<file path="config.mk">
export PLATFORM = sky130hd
export DESIGN_NAME = fetch_unit
export DESIGN_NICKNAME = d
export VERILOG_FILES = /design/src/rtl/fetch_pkg.sv /design/src/rtl/fetch_fifo.sv /design/src/rtl/fetch_unit.sv
export SDC_FILE = /design/constraint.sdc
export NUM_CORES = 1
export LEC_CHECK = 0
export CAP_MARGIN = 0
export CORE_MARGIN = 1.5
export CORE_UTILIZATION = 53
export CTS_BUF_LIST = sky130_fd_sc_hd__clkbuf_2 sky130_fd_sc_hd__clkbuf_4 sky130_fd_sc_hd__clkbuf_8
export DETAILED_ROUTE_END_ITERATION = 8
export GPL_TIMING_DRIVEN = 0
export PLACE_DENSITY_LB_ADDON = 0.05
export REMOVE_ABC_BUFFERS = 1
export SLEW_MARGIN = 20
export SYNTH_ARGS = -nofsm -noshare
export SYNTH_HDL_FRONTEND = slang
export SYNTH_SLANG_ARGS = --single-unit
</file>
<file path="constraint.sdc">
create_clock -name CLK -period 5.25 [get_ports CLK]
set_input_delay 1.575 -clock CLK [delete_from_list [all_inputs] [get_ports CLK]]
set_output_delay 1.575 -clock CLK [all_outputs]
set_load 0.02 [all_outputs]
</file>
<file path="src/rtl/fetch_pkg.sv">
// rtl/fetch_pkg.sv - shared types and default widths for the instruction fetch front end
package fetch_pkg;

    localparam int FETCH_PC_W = 10;
    localparam int FETCH_INSTR_W = 9;
    localparam logic [FETCH_INSTR_W-1:0] FETCH_HALT_INSTR = 9'h1FF;

    typedef enum logic [1:0] {
        IDLE,
        RUN,
        HALTED
    } fetch_state_t;

    typedef struct packed {
        logic [FETCH_PC_W-1:0]    pc;
        logic [FETCH_INSTR_W-1:0] instr;
    } fetch_entry_t;

endpackage

</file>
<file path="src/rtl/fetch_fifo.sv">
// rtl/fetch_fifo.sv - circular prefetch buffer with synchronous flush and occupancy count
module fetch_fifo
    import fetch_pkg::*;
#(
    parameter int DEPTH = 2,
    parameter int WIDTH = $bits(fetch_entry_t)
) (
    input  logic                     clk,
    input  logic                     rst,
    input  logic                     push,
    input  logic                     pop,
    input  logic                     flush,
    input  logic [WIDTH-1:0]         wdata,
    output logic [WIDTH-1:0]         rdata,
    output logic                     empty,
    output logic [$clog2(DEPTH):0]   count
);

    localparam int AW = $clog2(DEPTH);

    logic [WIDTH-1:0] mem_q [DEPTH];
    logic [AW-1:0]    wr_q, wr_d;
    logic [AW-1:0]    rd_q, rd_d;
    logic [AW:0]      cnt_q, cnt_d;

    // Flush wins over any same-cycle push or pop.
    always_comb begin
        wr_d  = wr_q;
        rd_d  = rd_q;
        cnt_d = cnt_q;
        if (flush) begin
            wr_d  = '0;
            rd_d  = '0;
            cnt_d = '0;
        end else begin
            if (push) wr_d = wr_q + AW'(1);
            if (pop)  rd_d = rd_q + AW'(1);
            case ({push, pop})
                2'b10:   cnt_d = cnt_q + (AW+1)'(1);
                2'b01:   cnt_d = cnt_q - (AW+1)'(1);
                default: cnt_d = cnt_q;
            endcase
        end
    end

    always_ff @(posedge clk or posedge rst) begin
        if (rst) begin
            wr_q  <= '0;
            rd_q  <= '0;
            cnt_q <= '0;
        end else begin
            wr_q  <= wr_d;
            rd_q  <= rd_d;
            cnt_q <= cnt_d;
        end
    end

    always_ff @(posedge clk) begin
        if (push && !flush) mem_q[wr_q] <= wdata;
    end

    assign rdata = mem_q[rd_q];
    assign empty = (cnt_q == '0);
    assign count = cnt_q;

endmodule

</file>
<file path="src/rtl/fetch_unit.sv">
// rtl/fetch_unit.sv - fetch PC, ROM issue with credit control, redirect and halt handling
module fetch_unit
    import fetch_pkg::*;
#(
    parameter int                  PC_W       = FETCH_PC_W,
    parameter int                  INSTR_W    = FETCH_INSTR_W,
    parameter int                  DEPTH      = 2,
    parameter logic [PC_W-1:0]     RESET_PC   = '0,
    parameter logic [INSTR_W-1:0]  HALT_INSTR = INSTR_W'(FETCH_HALT_INSTR)
) (
    input  logic               CLK,
    input  logic               reset,
    input  logic               run,
    output logic               rom_rd_en,
    output logic [PC_W-1:0]    rom_addr,
    input  logic [INSTR_W-1:0] rom_data,
    input  logic               redirect_valid,
    input  logic [PC_W-1:0]    redirect_pc,
    output logic               instr_valid,
    input  logic               instr_ready,
    output logic [INSTR_W-1:0] instr,
    output logic [PC_W-1:0]    instr_pc,
    output logic               halt
);

    localparam int CW = $clog2(DEPTH) + 1;

    fetch_state_t state_q, state_d;
    logic [PC_W-1:0]  pc_q, pc_d;
    logic [PC_W-1:0]  infl_pc_q;
    logic             infl_q;

    logic [CW-1:0]            fifo_count;
    logic                     fifo_empty;
    logic [PC_W+INSTR_W-1:0]  head;
    logic [CW:0]              demand;
    logic running, pop, push, flush, halt_pop, issue;

    assign running     = (state_q == RUN);
    assign instr_valid = running & ~fifo_empty;
    assign pop         = instr_valid & instr_ready;
    assign halt_pop    = pop & (head[INSTR_W-1:0] == HALT_INSTR);
    assign flush       = running & (redirect_valid | halt_pop);
    assign push        = running & infl_q & ~flush;

    // Entries held plus the one in flight, less the one leaving this cycle, must leave room.
    assign demand = {1'b0, fifo_count} + (CW+1)'(infl_q) - (CW+1)'(pop);
    assign issue  = running & run & ~redirect_valid & (demand < (CW+1)'(DEPTH));

    always_comb begin
        state_d = state_q;
        pc_d    = pc_q;
        case (state_q)
            IDLE: begin
                if (run) state_d = RUN;
            end
            RUN: begin
                if (halt_pop) state_d = HALTED;
                if (redirect_valid)
                    pc_d = redirect_pc;
                else if (issue)
                    pc_d = pc_q + PC_W'(1);
            end
            HALTED: state_d = HALTED;
            default: state_d = IDLE;
        endcase
    end

    always_ff @(posedge CLK or posedge reset) begin
        if (reset) begin
            state_q   <= IDLE;
            pc_q      <= RESET_PC;
            infl_q    <= 1'b0;
            infl_pc_q <= RESET_PC;
        end else begin
            state_q <= state_d;
            pc_q    <= pc_d;
            infl_q  <= issue;
            if (issue) infl_pc_q <= pc_q;
        end
    end

    fetch_fifo #(
        .DEPTH (DEPTH),
        .WIDTH (PC_W + INSTR_W)
    ) u_fifo (
        .clk   (CLK),
        .rst   (reset),
        .push  (push),
        .pop   (pop),
        .flush (flush),
        .wdata ({infl_pc_q, rom_data}),
        .rdata (head),
        .empty (fifo_empty),
        .count (fifo_count)
    );

    assign rom_rd_en = issue;
    assign rom_addr  = pc_q;
    assign instr     = instr_valid ? head[INSTR_W-1:0] : '0;
    assign instr_pc  = instr_valid ? head[PC_W+INSTR_W-1:INSTR_W] : '0;
    assign halt      = (state_q == HALTED);

endmodule

</file>
==> run summary <==
The global-route wire length before repair came out at 8830 um. The number of antenna violations at the first check in global routing came out at 0. The count of clock tree sinks is 65. In this run the standard cell core region covers 5200 um2. Yosys printed 0 warnings. The average routed wire per standard cell is 14.4 um. The part of the cycle the worst path needs is 97.4%.

The largest driver fanout on the critical path is 6. After synthesis, flip-flops and latches occupy 62.5% of the total area. The flop-to-flop setup slack came out at 1720 ps. The number of detailed-routing iterations run before antenna repair is 4. The synthesized design contains 38 enable-type register cells. By count the netlist is led by sky130_fd_sc_hd__edfxtp_1, sky130_fd_sc_hd__nor2_1, sky130_fd_sc_hd__dfrtp_1. The reg-to-reg endpoint is rom_addr[9]$_DFFE_PP0P_. In the routed design, unresolved DRC markers number 0.

The setup slack of the critical path after layout came out at 135 ps. The per-instance average area after synthesis came out at 12.4 um2. The max-slew violation count is 0.

The critical path is of the in -> out type. Once detail routing completed, the nets flagged for antenna violations numbered 0. The number of antenna diodes came out at 0. The kind of start point of the critical path is an input pin. The mapped cell area came out at 2910 um2. The startpoint identified for the worst register-to-register timing path is state_q[1]$_DFFE_PP0P_. The kind of capture point of the worst setup path is an output pin.

Once the floorplan was initialized, standard cells occupied 55.8% of the core. The count of boundary I/O pins is 56. Global routing consumed, over all layers together, 19.4% of the routing resources. The delay of the slowest cell on the worst path is 490 ps.

Clock skew on the completed layout was measured at 12.8 ps. The share of flip-flops with an asynchronous set or reset after synthesis came out at 41.5%. The number of core rows is 26.

Entering global routing, the biggest net connects 30 pins. The shortest clock period the worst path allows after layout came out at 5120 ps. The critical path ends at rom_rd_en. The peak supply drop is 364 uV. The count of vias placed by the detailed router came out at 1982.

The vertical die dimension is 77.1 um. The routability congestion estimate from global placement is 0.703. The number of buffers inserted for hold repair after clock tree synthesis came out at 0. The number of global-route vias before repair came to 1888. By area, the combinational part of the netlist is dominated by simple AND/OR/NAND/NOR gates. The clock slew seen by the registers of the worst setup and hold paths came out at 70 ps. The number of DRC markers in iteration 0 came out at 63. Across the run, the number of max-cap violations was 0. In the final layout, the share of cells above drive strength 1 is 14.0%. The number of fill cells in the layout came out at 377. Summed over all nets, the half-perimeter wirelength after detailed placement is 3670 um. The number of failing setup endpoints in the final timing report is 0. Clock latency on the worst-skew pair, taken at its later pin, is 320 ps. The critical path goes through clkdlybuf4s15_1, nand2_1, nor3_4, a21oi_1, nand2b_1, fa_1, nand4b_1, nor2_4, clkdlybuf4s15_2.

Setup total negative slack on the finished layout was measured at 0 ps. The synthesized netlist contains 36 unique library cells. Yosys instantiated no cell more often than sky130_fd_sc_hd__edfxtp_1. The predominant post-synthesis flop cell is sky130_fd_sc_hd__edfxtp_1.

The final count of hold timing violations came to 0. Summing the areas of all fa, ha and maj instances in the mapped netlist gives 2.84% of the synthesized area. The net total in the final layout came out at 324. The achievable frequency is 195 MHz. For the worst setup path, the data arrival time is 3540 ps.

The die covers 5940 um2. On the critical path, the stage with the largest delay is an instance of sky130_fd_sc_hd__fa_1. The post-route worst hold slack is 474 ps. The area added between synthesis and finish came out at 28.9%. The root buffer cell chosen for the clock tree is sky130_fd_sc_hd__clkbuf_8. Summed over all cells, the static leakage comes to 1.41 nW.

At the placement stage, the worst setup path has a slack of -1230 ps. The share of synthesized area spent on multiplexers is 11.6%. In this run the worst hold path is classified as reg -> reg. The fraction of the mapped netlist area in simple logic gates came out at 12.1%. The run finished with clean final reports. Counting the buffers created by CTS gives 9.

The number of port buffers came out at 55. The actual slew at the worst max-slew pin is 1050 ps. The residual overflow from global routing is 0.

The data required time at the worst endpoint came out at 3680 ps. The die width came out at 77.1 um. The largest total area in the synthesized netlist belongs to sky130_fd_sc_hd__edfxtp_1. The cell count after synthesis came out at 235. The number of storage elements in the synthesis netlist is 65. In this run the worst setup path begins at instr_ready.

The maximum level of the CTS H-tree came out at 3. By area the synthesized netlist is led by sky130_fd_sc_hd__edfxtp_1, sky130_fd_sc_hd__dfrtp_1, sky130_fd_sc_hd__mux2i_1, sky130_fd_sc_hd__mux2_2, sky130_fd_sc_hd__nor2_1. The ratio of routed vias to standard cells is 5.37. Summed over all layers, the routed wires come to 5320 um. After synthesis, the largest area contributor takes up 39.3% of total cell area. After Yosys synthesis, XOR and XNOR cells account for 0.603% of the synthesized area. TritonCTS built the clock tree. The complex-gate fraction of the synthesized area came out at 7.58%.

No sink is reached through more buffers than the 2 on the longest clock path. The power per unit of standard cell area is 464 nW/um2. Measured against its own limit, the worst slew margin works out to 29.7%. The worst reg2reg path depth came out at 13.
## timing repair
item / CTS / global route
hold endpoints to repair: 0 / 0
pin swaps: 1 / 0
setup endpoints to repair: 1 / 1
buffers inserted: 1 / 0
gates resized for setup: 7 / 2
## sequential cells by signal, summed over array words and instances (netlist names)
name and flops:
infl_q 1, infl_pc_q 10, u_fifo.wr_q 1, u_fifo.count 2
u_fifo.mem_q 38, rom_addr 10, u_fifo.rd_q 1, state_q 2
## layout make-up
cell class | instances | area (um2) | area share [%]
sequential | 65 | 1820 | 48.5
timing repair buffer | 59 | 593 | 15.8
clock inverter | 4 | 20.0 | 0.534
multi-input combinational | 151 | 1050 | 27.9
inverter | 8 | 30.0 | 0.802
tap | 70 | 87.6 | 2.34
clock buffer | 12 | 153 | 4.07
## cells by family after synthesis
logic type,after synthesis
compound gates,38
xor+xnor,2
fa+ha+maj,6
buf+inv,19
flops,65
mux,32
simple gates,73
## worst max-delay path: cells and delay by family
kind            cells  cell delay, ps
compound gates      1              90
fa+ha+maj           1             490
buf+inv             2             560
simple gates        5             830
## through the flow
step | cells | area [um2] | utilization (%) | power [W]
4_1_cts | 369 | 3730 | 71.8 | 0.00175
3_3_place_gp | 349 | 3490 | 67.1 | 0.00134
6_report | 369 | 3750 | 72.0 | 0.00174
2_1_floorplan | 224 | 2860 | - | 0.00110
5_1_grt | 369 | 3750 | 72.0 | 0.00184
3_5_place_dp | 352 | 3540 | 68.1 | 0.00137
## layer usage
layer  part of all wire [%]  global-route usage (%)  wire [um]  vias to the layer above
li1                       -                       -          -                      974
met1                     45                    24.5       2400                      952
met2                     50                    32.4       2650                       49
met3                    3.9                    5.00        205                        7
met4                    1.2                    7.09         63                        0
met5                      0                       0          0                        -
## how the worst min path moves through the flow
stage / from / endpoint / slack, ps / cells after the start
floorplan: infl_pc_q[1]$_DFFE_PP0P_ / u_fifo.mem_q[0][10]$_DFFE_PP_ / 440 / 0
global placement: infl_pc_q[5]$_DFFE_PP0P_ / u_fifo.mem_q[0][14]$_DFFE_PP_ / 450 / 0
detailed placement: infl_pc_q[5]$_DFFE_PP0P_ / u_fifo.mem_q[0][14]$_DFFE_PP_ / 470 / 0
CTS: infl_pc_q[5]$_DFFE_PP0P_ / u_fifo.mem_q[1][14]$_DFFE_PP_ / 470 / 0
global route: infl_pc_q[0]$_DFFE_PP0P_ / u_fifo.mem_q[0][9]$_DFFE_PP_ / 490 / 0
finish: infl_pc_q[5]$_DFFE_PP0P_ / u_fifo.mem_q[0][14]$_DFFE_PP_ / 470 / 0
## where the power goes
part / leakage [nW] / total [W] / switching [W] / internal [W]
Clock: 0.0883 / 0.000364 / 0.000173 / 0.000191
Sequential: 0.683 / 0.000781 / 0.000141 / 0.000640
Combinational: 0.634 / 0.000591 / 0.000290 / 0.000301
## layout by cell type (no fill, tap or decap), types with 5 or more instances in the layout
cell type / Yosys / final
sky130_fd_sc_hd__inv_1: 8 / 7
sky130_fd_sc_hd__a21oi_1: 10 / 10
sky130_fd_sc_hd__nand2_1: 11 / 11
sky130_fd_sc_hd__dfrtp_1: 27 / 27
sky130_fd_sc_hd__clkbuf_8: 0 / 10
sky130_fd_sc_hd__mux2_2: 14 / 14
sky130_fd_sc_hd__ha_1: 5 / 5
sky130_fd_sc_hd__nand3_1: 11 / 11
sky130_fd_sc_hd__edfxtp_1: 38 / 38
sky130_fd_sc_hd__o21ai_0: 14 / 13
sky130_fd_sc_hd__mux2i_1: 18 / 18
sky130_fd_sc_hd__nor2_1: 30 / 29
sky130_fd_sc_hd__clkdlybuf4s50_1: 0 / 53
(Power assumes the default switching activity.)
